===== config.mk =====
export PLATFORM = sky130hd
export DESIGN_NAME = piso_serializer
export DESIGN_NICKNAME = d
export VERILOG_FILES = /design/src/rtl/piso_serializer.sv
export SDC_FILE = /design/constraint.sdc
export NUM_CORES = 1
export LEC_CHECK = 0
export ABC_AREA = 1
export ABC_CLOCK_PERIOD_IN_PS = 3100
export CORE_AREA = 4 4 41 43
export DETAILED_ROUTE_END_ITERATION = 6
export DIE_AREA = 0 0 45 47
export GPL_TIMING_DRIVEN = 1
export HOLD_SLACK_MARGIN = 0.1
export SETUP_SLACK_MARGIN = 0.1
export SLEW_MARGIN = 20
export SYNTH_ARGS = -nofsm -noshare
export SYNTH_HDL_FRONTEND = slang
export SYNTH_SLANG_ARGS = --single-unit
export TNS_END_PERCENT = 5

===== constraint.sdc =====
create_clock -name clk -period 3.1 [get_ports clk]
set_input_delay 0.775 -clock clk [delete_from_list [all_inputs] [get_ports clk]]
set_output_delay 0.775 -clock clk [all_outputs]
set_load 0.02 [all_outputs]

===== src/rtl/piso_serializer.sv =====
// Parallel-in, serial-out shift register: accepts a WIDTH-bit word over valid/ready, sends it MSB first.
// Optional build macro PISO_PARITY_EN appends an even-parity bit to every frame.
module piso_serializer #(
  parameter int WIDTH = 4
) (
  input  logic             clk,
  input  logic             reset,
  input  logic [WIDTH-1:0] p_data_i,
  input  logic             p_valid_i,
  output logic             p_ready_o,
  input  logic             en_i,
  output logic             x_o,
  output logic             x_valid_o,
  output logic             last_o,
  output logic             busy_o
);

`ifdef PISO_PARITY_EN
  localparam int FRAME = WIDTH + 1;
`else
  localparam int FRAME = WIDTH;
`endif
  localparam int CNT_W = $clog2(FRAME);
  localparam logic [CNT_W-1:0] CNT_LAST = CNT_W'(FRAME - 1);

  typedef enum logic {IDLE, SHIFT} state_t;

  state_t           state, state_nxt;
  logic [WIDTH-1:0] shreg_p0;
  logic [CNT_W-1:0] cnt_p0;
  logic             at_last, accept, advance;

  assign busy_o    = (state == SHIFT);
  assign at_last   = busy_o && (cnt_p0 == CNT_LAST);
  assign last_o    = at_last;
  assign x_valid_o = busy_o;
  assign p_ready_o = (state == IDLE) || at_last;
  assign accept    = p_valid_i && p_ready_o && en_i;
  assign advance   = en_i && busy_o && !at_last;

  always_ff @(posedge clk or negedge reset) begin
    if (!reset) state <= IDLE;
    else        state <= state_nxt;
  end

  always_comb begin
    state_nxt = state;
    if (state == IDLE) begin
      if (accept) state_nxt = SHIFT;
    end else if (en_i && at_last) begin
      state_nxt = p_valid_i ? SHIFT : IDLE;
    end
  end

  // Shift stage: load on accept, otherwise shift toward the MSB on each enabled non-final bit
  always_ff @(posedge clk or negedge reset) begin
    if (!reset) begin
      shreg_p0 <= '0;
      cnt_p0   <= '0;
    end else if (accept) begin
      shreg_p0 <= p_data_i;
      cnt_p0   <= '0;
    end else if (advance) begin
      shreg_p0 <= shreg_p0 << 1;
      cnt_p0   <= cnt_p0 + CNT_W'(1);
    end
  end

`ifdef PISO_PARITY_EN
  function automatic logic even_parity(input logic [WIDTH-1:0] w);
    return ^w;
  endfunction

  logic par_p0;

  always_ff @(posedge clk or negedge reset) begin
    if (!reset)      par_p0 <= 1'b0;
    else if (accept) par_p0 <= even_parity(p_data_i);
  end

  // The final frame slot carries the captured parity instead of shift-register data
  assign x_o = busy_o && (at_last ? par_p0 : shreg_p0[WIDTH-1]);
`else
  assign x_o = busy_o && shreg_p0[WIDTH-1];
`endif

endmodule


## Yosys cells after proc, flatten, opt, wreduce, memory -nomap -nowiden

Cells that the tools add are included.

| storage, ports and cells | value |
|---|---|
| bits of input ports | 8 |
| register bits | 7 |
| output and inout bits | 5 |

| cells by class | value |
|---|---|
| mux-type cells | 8 |
| eq/ne operators | 1 |
| add/subtract/negate cells | 1 |
| bitwise logic cells | 1 |
| reduce and logical (&&, ||, !) cells | 10 |

Operators by type and width:

| operator | number |
|---|---|
| $mux W4 | 2 |
| $logic_and A1 B1 Y1 | 7 |
| $mux W1 | 4 |
| $mux W2 | 2 |
| $add A2 B1 Y2 const B | 1 |
| $eq A2 B2 Y1 const B | 1 |
| $reduce_bool A2 Y1 | 1 |
| $logic_not A1 Y1 | 1 |
| $logic_or A1 B1 Y1 | 1 |
| $not A1 Y1 | 1 |

## Longest topological paths before layout

| logic depth | value |
|---|---|
| depth after elaboration | 7 |
| depth in mapped cells | 7 |
| gate-level depth less buffers | 7 |

## Least setup slack after synthesis

OpenSTA, ideal clock, no wires.

| timing | value |
|---|---|
| kind | reg-to-output |
| start | reg cnt_p0[0] |
| end | out p_ready_o |
| cell stages (with the launch flop) | 4 |
| arrival | 0.820 ns |
| buffers on the path | 0 |
| setup slack | 1.505 ns |
| path through | dfrtp_1 ha_1 inv_1 nand2_1 |

| on the way | value |
|---|---|
| word-level cells in the longest chain between the ends | 3 |

RTL lines:

| item | line | RTL |
|---|---|---|
| start: declaration | 30 | `logic [CNT_W-1:0] cnt_p0;` |
| start signal: assignment | 65 | `cnt_p0 <= cnt_p0 + CNT_W'(1);` |
| $eq A2 B2 Y1 | 34 | `assign at_last = busy_o && (cnt_p0 == CNT_LAST);` |
| $logic_and A1 B1 Y1 | 34 |  |
| $logic_or A1 B1 Y1 | 37 | `assign p_ready_o = (state == IDLE) \|\| at_last;` |
| end: declaration | 10 | `output logic p_ready_o,` |

Every way passes these cells.

## Worst setup path in the final report

Ends and elaborated chain as after synthesis.

==> run metrics <==
CTS tree yes; Final Non-Filler Cells 81; Setup crit start kind flop; EDFF count, synth 0; post-synth cell types 12; antenna violations before repair 0; Mapped Area 389.1 um2; Hold Violations, Final 0; Worst Path Required 2.32 ns; Die Span Y 47 um; WL/cell 9.099 um; DP Cell Count 77; Comb pwr share 0.454; CTS Sinks 7; clock root buffer clkbuf_4; total grt overflow 0; Max-Cap Viols 0; Worst setup EP type primary output; clk buf depth 2; Gate Count Post-Synth 52; Layout area overhead 37.62%; PortBufs 12; P_sw 0.0001602 W; Max Clock Freq 424.6 MHz; most area-consuming cells after synthesis dfrtp_1 45%, nand2_1 14%, nand3_1 12%, inv_1 11%, ha_1 3.2%; core area 1301 um2; CTS H-tree lvls 1; largest net degree at the start of global routing 12; number of fill cells 147; clock power share 0.195; post-synthesis sequential area ratio 0.4502; Final Skew 0.003885 ns; Final WS setup 0.7446 ns; Pre-Repair DR Iteration Count 4; DRC Markers 0; Arr. time, crit path 1.58 ns; Starting Density 0.2990; final worst-path cycle share 0.7598; Worst slew margin 0.7779; post-route setup TNS 0 ns; antenna cells 0; num rows 13; switch share 0.3842; post-DR vias/cell 4.247; Hold-fix buffers, CTS 0; cells resized by post-CTS repair 0; I/O pins 13; Slew @ Worst Pin 0.3322 ns; fraction of layout cells with a size suffix above 1 0.09091; Internal 0.0002568 W; vias post-DR 344; Yosys top cell by area dfrtp_1; vias in the first global route 275; maximum VDD drop 342.9 uV; most frequent cell after synthesis nand2_1; CTS clk-pin slew, worst paths 0.05 ns; Slew Limit Fails 0; area share of the largest cell type after synthesis 0.4502; CP Max Fanout 3; Async S/R FF share, synth 1.000; P per Cell Area 778.7 nW/um2; Lkg Pwr 0.2999 nW; post-synth net total 61; GR Util All Layers 0.08606; Most used DFF post-synth dfrtp_1; Warnings, synthesis 0; DP Worst Slack 1.001 ns; worst-skew pair later-pin latency 0.25 ns; Syn Area/Cell 7.483 um2; r2r setup slk 1.81 ns; RSZ-0062 raised after global routing no; Synth Register Bits 7; final worst path period need 2.355 ns; DRT iter0 DRCs 9; Die W 45 um; first-pass GRT wire length 1221 um; Post-CTS Setup Inserts 0; Placer Congestion 0.7914; total power draw 0.0004170 W; Commonest cells post-synth 15 x nand2_1, 11 x inv_1, 9 x nand3_1; Final Util 0.4115; post-route ant nets 0; CTS buffer count 3; Layout Nets 76; Flop pwr share 0.351; Final setup violation count 0; Setup Crit Path Kind flop to primary output; status finished clean; total routed wirelength 737 um; Hold Crit Class flop to flop; DPL Wire Length 560.3 um; die footprint 2115 um2
==> cell usage in the layout (no fill, tap or decap) <==
| master | count |
|---|---|
| clkbuf_1 | 1 |
| o21ai_1 | 2 |
| clkbuf_4 | 3 |
| ha_1 | 1 |
| o21ai_0 | 2 |
| nand2_2 | 1 |
| nand3_2 | 1 |
| inv_1 | 11 |
| nand2_1 | 15 |
| nand3_1 | 9 |
| clkdlybuf4s50_1 | 12 |
| dfrtp_1 | 7 |
| inv_2 | 1 |
==> final cells by class <==
class	instances	area (um2)	area share
clock buffer	4	26.28	0.04907
multi-input combinational	31	150.1	0.2804
tap	15	18.77	0.03505
inverter	12	45.04	0.08411
timing repair buffer	12	120.1	0.2243
sequential	7	175.2	0.3271
==> worst paths after layout <==
check,start,to,cells after the start
min,cnt_p0[0],cnt_p0[0],1
max reg2reg,cnt_p0[0],shreg_p0[1],6
max in group asynchronous,reset,shreg_p0[2],1
max,cnt_p0[0],p_ready_o,4
min in group asynchronous,reset,shreg_p0[0],1
min reg2reg,cnt_p0[0],cnt_p0[0],1
==> cell families (layout without fill, tap and decap cells) <==
family / Yosys count / count (layout) / share of synthesized area
AOI/OAI and AO/OA: 4 / 4 / 0.05145
adders and majority gates: 1 / 1 / 0.03215
buffers and inverters: 14 / 28 / 0.1640
DFF: 7 / 7 / 0.4502
and+or+nand+nor: 26 / 26 / 0.3022
==> flip-flops by register name, indices dropped and copies added (netlist names) <==
| name | flops |
|---|---|
| cnt_p0 | 2 |
| shreg_p0 | 4 |
| busy_o | 1 |
==> metrics by stage <==
stage	hold slack, ns	instance area (um2)
after global placement	0.4713	509.2
final	0.4905	535.5
after floorplan	0.4517	389.1
after detailed placement	0.4844	509.2
after global routing	0.5403	535.5
after CTS	0.4915	535.5
==> power groups by stage <==
stage	logic, W	clock network, W	registers (W)
3_5_place_dp	0.000191	0	0.000147
5_1_grt	0.000211	0.0000921	0.000154
6_report	0.000189	0.0000814	0.000146
4_1_cts	0.000192	0.0000862	0.000146
2_1_floorplan	0.000126	0	0.000149
3_3_place_gp	0.000189	0	0.000146
==> layer usage <==
metal / GRT usage / up-vias / part of all wire
met5: 0 / - / 0
met4: 0.01754 / 0 / 0
met3: 0.06897 / 0 / 0.085
met2: 0.1130 / 8 / 0.47
met1: 0.1096 / 149 / 0.45
li1: - / 187 / -
==> worst max-delay path, cell delays in order, from the launching register on <==
cell and delay (ns):
dfrtp_1 0.39, ha_1 0.22, inv_1 0.09, nand2_1 0.09, clkdlybuf4s50_1 0.55
(Power assumes the default switching activity.)
